$ cat config.mk
export PLATFORM = sky130hd
export DESIGN_NAME = sca_blk_pool
export DESIGN_NICKNAME = d
export VERILOG_FILES = /design/src/rtl/sca_blk_pool.sv
export SDC_FILE = /design/constraint.sdc
export NUM_CORES = 1
export LEC_CHECK = 0
export CAP_MARGIN = 20
export CELL_PAD_IN_SITES_DETAIL_PLACEMENT = 1
export CELL_PAD_IN_SITES_GLOBAL_PLACEMENT = 1
export CORE_ASPECT_RATIO = 0.8
export CORE_MARGIN = 5
export CORE_UTILIZATION = 45
export DETAILED_ROUTE_END_ITERATION = 10
export PLACE_DENSITY = 0.9
export RECOVER_POWER = 50
export SYNTH_ARGS = -nofsm -noshare
export SYNTH_HDL_FRONTEND = slang
export SYNTH_SLANG_ARGS = --single-unit
export TNS_END_PERCENT = 5
$ cat constraint.sdc
create_clock -name CLK -period 4.3 [get_ports CLK]
set_clock_uncertainty 0.2 [all_clocks]
set_input_delay 0.645 -clock CLK [delete_from_list [all_inputs] [get_ports CLK]]
set_output_delay 0.645 -clock CLK [all_outputs]
set_load 0.01 [all_outputs]
$ cat src/rtl/sca_blk_pool.sv
// SCA free-block pool: allocates write blocks on LCT, queues them until the
// L1A decision, hands matched blocks to readout and recycles the rest.
module sca_blk_pool #(
    parameter int unsigned NBLK  = 16,
    parameter int unsigned DEPTH = 8,
    parameter int unsigned PHW   = 1
) (
    input  logic                       CLK,
    input  logic                       RST_B,
    input  logic                       ALLOC,
    input  logic [PHW-1:0]             PHASE_IN,
    input  logic                       DEC_VLD,
    input  logic                       DEC_MATCH,
    input  logic                       RELEASE,
    input  logic [$clog2(NBLK)-1:0]    REL_ADR,
    input  logic                       ERR_CLR,
    output logic [$clog2(NBLK)-1:0]    WADR,
    output logic                       ALLOC_ACK,
    output logic [$clog2(NBLK)-1:0]    PEND_ADR,
    output logic [PHW-1:0]             PEND_PHASE,
    output logic                       PEND_EMPTY_B,
    output logic                       RD_VLD,
    output logic [$clog2(NBLK)-1:0]    RD_ADR,
    output logic [PHW-1:0]             RD_PHASE,
    output logic [$clog2(NBLK):0]      NFREE,
    output logic [$clog2(DEPTH):0]     NPEND,
    output logic                       SCAFULL,
    output logic                       FIFO_FULL,
    output logic [7:0]                 DROPCNT,
    output logic                       OVF_ERR,
    output logic                       DEC_ERR,
    output logic                       REL_ERR
);

    localparam int unsigned AW = $clog2(NBLK);
    localparam int unsigned DW = $clog2(DEPTH);
    localparam int unsigned EW = AW + PHW;

    // Registered state
    logic [NBLK-1:0]  busy_q, busy_d;
    logic [EW-1:0]    mem_q [DEPTH];
    logic [DW-1:0]    wr_ptr_q, rd_ptr_q;
    logic [AW:0]      nfree_q, nfree_d;
    logic [DW:0]      npend_q, npend_d;
    logic [AW-1:0]    wadr_q;
    logic             ack_q;
    logic             rd_vld_q;
    logic [AW-1:0]    rd_adr_q;
    logic [PHW-1:0]   rd_ph_q;
    logic             scafull_q;
    logic             ffull_q;
    logic [7:0]       drop_q, drop_d;
    logic             ovf_q, ovf_d;
    logic             dec_err_q, dec_err_d;
    logic             rel_err_q, rel_err_d;

    // Decoded per-cycle events
    logic [AW-1:0]    free_idx;
    logic [EW-1:0]    head;
    logic [AW-1:0]    head_adr;
    logic [PHW-1:0]   head_ph;
    logic             not_empty, fifo_is_full, have_free;
    logic             pop, alloc_ok, drop_ev, ovf_ev, dec_ev;
    logic             nm_free, rd_take, rel_ok, rel_ev;

    // Lowest-index free block from the bitmap as it stands this cycle
    always_comb begin
        free_idx = '0;
        for (int i = int'(NBLK) - 1; i >= 0; i--) begin
            if (!busy_q[i]) free_idx = AW'(i);
        end
    end

    // Event decode: accept/drop, pop, release legality
    always_comb begin
        head         = mem_q[rd_ptr_q];
        head_adr     = head[AW-1:0];
        head_ph      = head[EW-1:AW];
        not_empty    = (npend_q != '0);
        fifo_is_full = (npend_q == (DW+1)'(DEPTH));
        have_free    = (nfree_q != '0);
        pop          = DEC_VLD & not_empty;
        alloc_ok     = ALLOC & have_free & (~fifo_is_full | pop);
        drop_ev      = ALLOC & ~alloc_ok;
        ovf_ev       = drop_ev & have_free;
        dec_ev       = DEC_VLD & ~not_empty;
        nm_free      = pop & ~DEC_MATCH;
        rd_take      = pop & DEC_MATCH;
        // A release colliding with a same-cycle no-match free counts once and flags
        rel_ok       = RELEASE & busy_q[REL_ADR] & ~(nm_free & (REL_ADR == head_adr));
        rel_ev       = RELEASE & ~rel_ok;
    end

    // Next-state for bitmap, counters, error flags and drop counter
    always_comb begin
        busy_d = busy_q;
        if (alloc_ok) busy_d[free_idx] = 1'b1;
        if (nm_free)  busy_d[head_adr] = 1'b0;
        if (rel_ok)   busy_d[REL_ADR]  = 1'b0;

        nfree_d = nfree_q - (AW+1)'(alloc_ok) + (AW+1)'(nm_free) + (AW+1)'(rel_ok);
        npend_d = npend_q + (DW+1)'(alloc_ok) - (DW+1)'(pop);

        drop_d    = ERR_CLR ? 8'd0 : drop_q;
        ovf_d     = ERR_CLR ? 1'b0 : ovf_q;
        dec_err_d = ERR_CLR ? 1'b0 : dec_err_q;
        rel_err_d = ERR_CLR ? 1'b0 : rel_err_q;
        if (drop_ev && drop_d != 8'hFF) drop_d = drop_d + 8'd1;
        if (ovf_ev) ovf_d     = 1'b1;
        if (dec_ev) dec_err_d = 1'b1;
        if (rel_ev) rel_err_d = 1'b1;
    end

    // State and registered outputs
    always_ff @(posedge CLK or negedge RST_B) begin
        if (!RST_B) begin
            busy_q    <= '0;
            for (int i = 0; i < int'(DEPTH); i++) mem_q[i] <= '0;
            wr_ptr_q  <= '0;
            rd_ptr_q  <= '0;
            nfree_q   <= (AW+1)'(NBLK);
            npend_q   <= '0;
            wadr_q    <= '0;
            ack_q     <= 1'b0;
            rd_vld_q  <= 1'b0;
            rd_adr_q  <= '0;
            rd_ph_q   <= '0;
            scafull_q <= 1'b0;
            ffull_q   <= 1'b0;
            drop_q    <= '0;
            ovf_q     <= 1'b0;
            dec_err_q <= 1'b0;
            rel_err_q <= 1'b0;
        end else begin
            busy_q <= busy_d;
            if (alloc_ok) begin
                mem_q[wr_ptr_q] <= {PHASE_IN, free_idx};
                wr_ptr_q        <= wr_ptr_q + DW'(1);
                wadr_q          <= free_idx;
            end
            if (pop) rd_ptr_q <= rd_ptr_q + DW'(1);
            if (rd_take) begin
                rd_adr_q <= head_adr;
                rd_ph_q  <= head_ph;
            end
            nfree_q   <= nfree_d;
            npend_q   <= npend_d;
            ack_q     <= alloc_ok;
            rd_vld_q  <= rd_take;
            scafull_q <= (nfree_d == '0);
            ffull_q   <= (npend_d == (DW+1)'(DEPTH));
            drop_q    <= drop_d;
            ovf_q     <= ovf_d;
            dec_err_q <= dec_err_d;
            rel_err_q <= rel_err_d;
        end
    end

    assign WADR         = wadr_q;
    assign ALLOC_ACK    = ack_q;
    assign PEND_ADR     = head_adr;
    assign PEND_PHASE   = head_ph;
    assign PEND_EMPTY_B = not_empty;
    assign RD_VLD       = rd_vld_q;
    assign RD_ADR       = rd_adr_q;
    assign RD_PHASE     = rd_ph_q;
    assign NFREE        = nfree_q;
    assign NPEND        = npend_q;
    assign SCAFULL      = scafull_q;
    assign FIFO_FULL    = ffull_q;
    assign DROPCNT      = drop_q;
    assign OVF_ERR      = ovf_q;
    assign DEC_ERR      = dec_err_q;
    assign REL_ERR      = rel_err_q;

endmodule
==> flow_metrics.env <==
export IMPL_outcome="finished, violations left"
export IMPL_failed_checks="capacitance limit, slew limit"
export IMPL_multi_input_area_um2=2480
export IMPL_maxCapViolCount=1
export IMPL_fin_cells=679
export IMPL_crit_path_max_fanout=12
export IMPL_clkLatencyLatePin_ns=0.35
export IMPL_dieArea_um2=13500
export IMPL_whs_path_depth=2
export IMPL_grt_max_degree=81
export IMPL_fin_nets=559
export IMPL_overflow=0
export IMPL_min_path_type="flop to flop"
export IMPL_setup_viol=0
export IMPL_avgRoutedWirePerCell_um=23.1
export IMPL_final_util=0.558
export IMPL_gp_congestion=0.916
export IMPL_clockBufferDepth=2
export IMPL_dp_cells=662
export IMPL_fmax_mhz=242
export IMPL_p_comb_frac=0.490
export IMPL_vias=4077
export IMPL_vdd_drop_max_mv=0.421
export IMPL_htree_levels=3
export IMPL_worstMarginPinSlew_ns=1.83
export IMPL_cp_arrival_ns=4.14
export IMPL_dpl_instance_area_um2=5760
export IMPL_die_y_um=105
export IMPL_cts_root_buf="clkbuf_16"
export IMPL_period_needed_ns=4.12
export IMPL_clk_pin_slew_ns=0.07
export IMPL_total_power_w=0.00497
export IMPL_ys_flop_type="dfrtp_1"
export IMPL_powerDensity_nw_per_um2=815
export IMPL_cp_start_kind="flop"
export IMPL_final_cell_area_um2=6100
export IMPL_cts_setup_buffers=0
export IMPL_slew_headroom=-0.218
export IMPL_regToRegSetupSlack_ns=0.18
export IMPL_nFillCells=1163
export IMPL_synthDistinctLibCells=59
export IMPL_drc=0
export IMPL_finalHoldViolCount=0
export IMPL_layout_drive_gt1_share=0.178
export IMPL_antenna_cells=0
export IMPL_synth_area_per_cell_um2=10.8
export IMPL_synthCells=470
export IMPL_rows=34
export IMPL_endpoint_kind="flop"
export IMPL_wl_um=15700
export IMPL_io_buffers=50
export IMPL_netSwitchingFraction=0.423
export IMPL_r2r_end="SCAFULL"
export IMPL_drt_first_pass_iters=4
export IMPL_cp_required_ns=4.32
export IMPL_area_growth_pct=20.4
export IMPL_yosys_warnings=0
export IMPL_antenna_found_initial=0
export IMPL_hold_end="WADR[1]"
export IMPL_track_usage=0.237
export IMPL_io_pins=51
export IMPL_timing_rr_start="rd_ptr_q[0]"
export IMPL_drt_iter0_drc=311
export IMPL_hpwlAfterDp_um=11200
export IMPL_r2r_cells=15
export IMPL_cts_sinks=95
export IMPL_switchingPower_w=0.00210
export IMPL_synth_edff_count=0
export IMPL_cts_tree="yes"
export IMPL_clock_power_share=0.180
export IMPL_pwr_share_seq=0.330
export IMPL_core_area_um2=10900
export IMPL_hold_start="WADR[1]"
export IMPL_rsz0062_at_grt="false"
export IMPL_async_reset_ff_frac=1.00
export IMPL_grt_pass1_vias=4388
export IMPL_ant_nets=0
export IMPL_viasPerCell=6.00
export IMPL_crit_type="flop to flop"
export IMPL_intPower_w=0.00287
export IMPL_grt_first_pass_wirelength_um=24700
export IMPL_synth_seq_cells=95
export IMPL_numCtsBuffers=9
export IMPL_synth_seq_area_share=0.469
export IMPL_period_share=0.959
export IMPL_timing_hold_ws_ns=0.288
export IMPL_synth_net_count=498
export IMPL_synthesis_area_um2=5070
export IMPL_p_leak_nw=2.74
export IMPL_initial_core_util=0.464
export IMPL_slew_violations=72
export IMPL_seq_area_um2=2380
export IMPL_die_w_um=129
-- sequential cells by signal, summed over array words and instances, names as in the netlist --
signal	count
mem_q	40
busy_q	16
DROPCNT	8
NFREE	5
NPEND	4
RD_ADR	4
WADR	4
rd_ptr_q	3
wr_ptr_q	3
ALLOC_ACK	1
DEC_ERR	1
FIFO_FULL	1
OVF_ERR	1
RD_PHASE	1
RD_VLD	1
REL_ERR	1
SCAFULL	1
-- placed cells by master (no fill, tap or decap), drive strengths merged, types with 7 or more instances in the layout --
cell / synthesis / routed
a211oi: 8 / 8
nor2: 38 / 38
inv: 33 / 36
xor2: 7 / 7
dfrtp: 94 / 94
ha: 13 / 13
mux4: 8 / 8
mux2: 38 / 38
nand3: 8 / 8
buf: 5 / 12
nor2b: 7 / 7
mux2i: 16 / 16
clkbuf: 10 / 13
xnor2: 13 / 13
nor3: 13 / 13
clkdlybuf4s50: 0 / 33
dlygate4sd3: 0 / 16
nand2: 51 / 51
a21oi: 17 / 17
o21ai: 17 / 17
-- cell type report --
class	instances	share of cell area
clock buffer	10	0.0392
sequential	95	0.390
timing repair buffer	65	0.0994
tap	144	0.0295
clock inverter	5	0.0146
inverter	34	0.0209
multi-input combinational	326	0.406
-- timing repair --
item / CTS / global route
hold buffers: 0 / 1
resized for setup: 1 / 1
cloned: 0 / 0
hold endpoints to repair: 0 / 8
setup endpoints to repair: 1 / 1
-- cell usage after synthesis (all sizes together) (10+ instances only) --
master	instances	share of area
inv	33	0.024
dfrtp	94	0.46
mux2i	16	0.032
xnor2	13	0.024
mux2	38	0.084
nor3	13	0.016
ha	13	0.032
a21oi	17	0.017
nand2	51	0.039
clkbuf	10	0.0074
o21ai	17	0.017
nor2	38	0.028
-- kinds of logic after synthesis --
family	Yosys count	share of synthesized area
simple gates	156	0.155
flops	95	0.469
compound gates	72	0.103
mux	62	0.152
buf+inv	49	0.0417
xor+xnor	20	0.0360
fa+ha+maj	16	0.0439
-- how the worst max path moves through the flow --
stage | end | cells after the start | slack, ns | from
finish | SCAFULL | 15 | 0.18 | rd_ptr_q[0]
global route | SCAFULL | 15 | 0.08 | rd_ptr_q[0]
CTS | SCAFULL | 15 | 0.07 | REL_ADR[0]
detailed placement | SCAFULL | 15 | -0.16 | REL_ADR[0]
global placement | SCAFULL | 15 | 0.07 | REL_ADR[0]
floorplan | SCAFULL | 16 | 0.57 | REL_ADR[0]
-- power by group through the flow --
stage          clock network, W  registers [W]  logic, W
3_5_place_dp                  0        0.00164   0.00239
2_1_floorplan                 0        0.00151   0.00151
3_3_place_gp                  0        0.00160   0.00222
6_report               0.000897        0.00164   0.00244
5_1_grt                0.000943        0.00168   0.00261
4_1_cts                0.000907        0.00163   0.00244
-- layer usage --
metal,routed length [um],GRT usage
met1,6660,0.310
met2,7850,0.394
met3,800,0.0469
met4,355,0.0795
met5,0,0
-- metrics by stage --
| stage | setup TNS [ns] | worst slack (ns) |
|---|---|---|
| 5_1_grt | 0 | 0.0768 |
| 3_3_place_gp | 0 | 0.0704 |
| 6_report | 0 | 0.175 |
| 4_1_cts | 0 | 0.0701 |
| 3_5_place_dp | -0.158 | -0.158 |
| 2_1_floorplan | 0 | 0.569 |
-- worst max-delay path: stages (launching register included) --
cell     delay (ns)
dfrtp_2        0.60
mux2i_1        0.17
mux4_2         0.61
xnor2_2        0.18
nor3_2         0.29
a41oi_4        0.17
inv_1          0.11
fa_1           0.19
inv_1          0.08
fa_1           0.42
a21oi_1        0.16
nor2_1         0.07
nor2_1         0.15
xnor2_1        0.12
nor2_1         0.13
nor4b_1        0.34
Note: power is estimated with default switching activity, not from simulation.
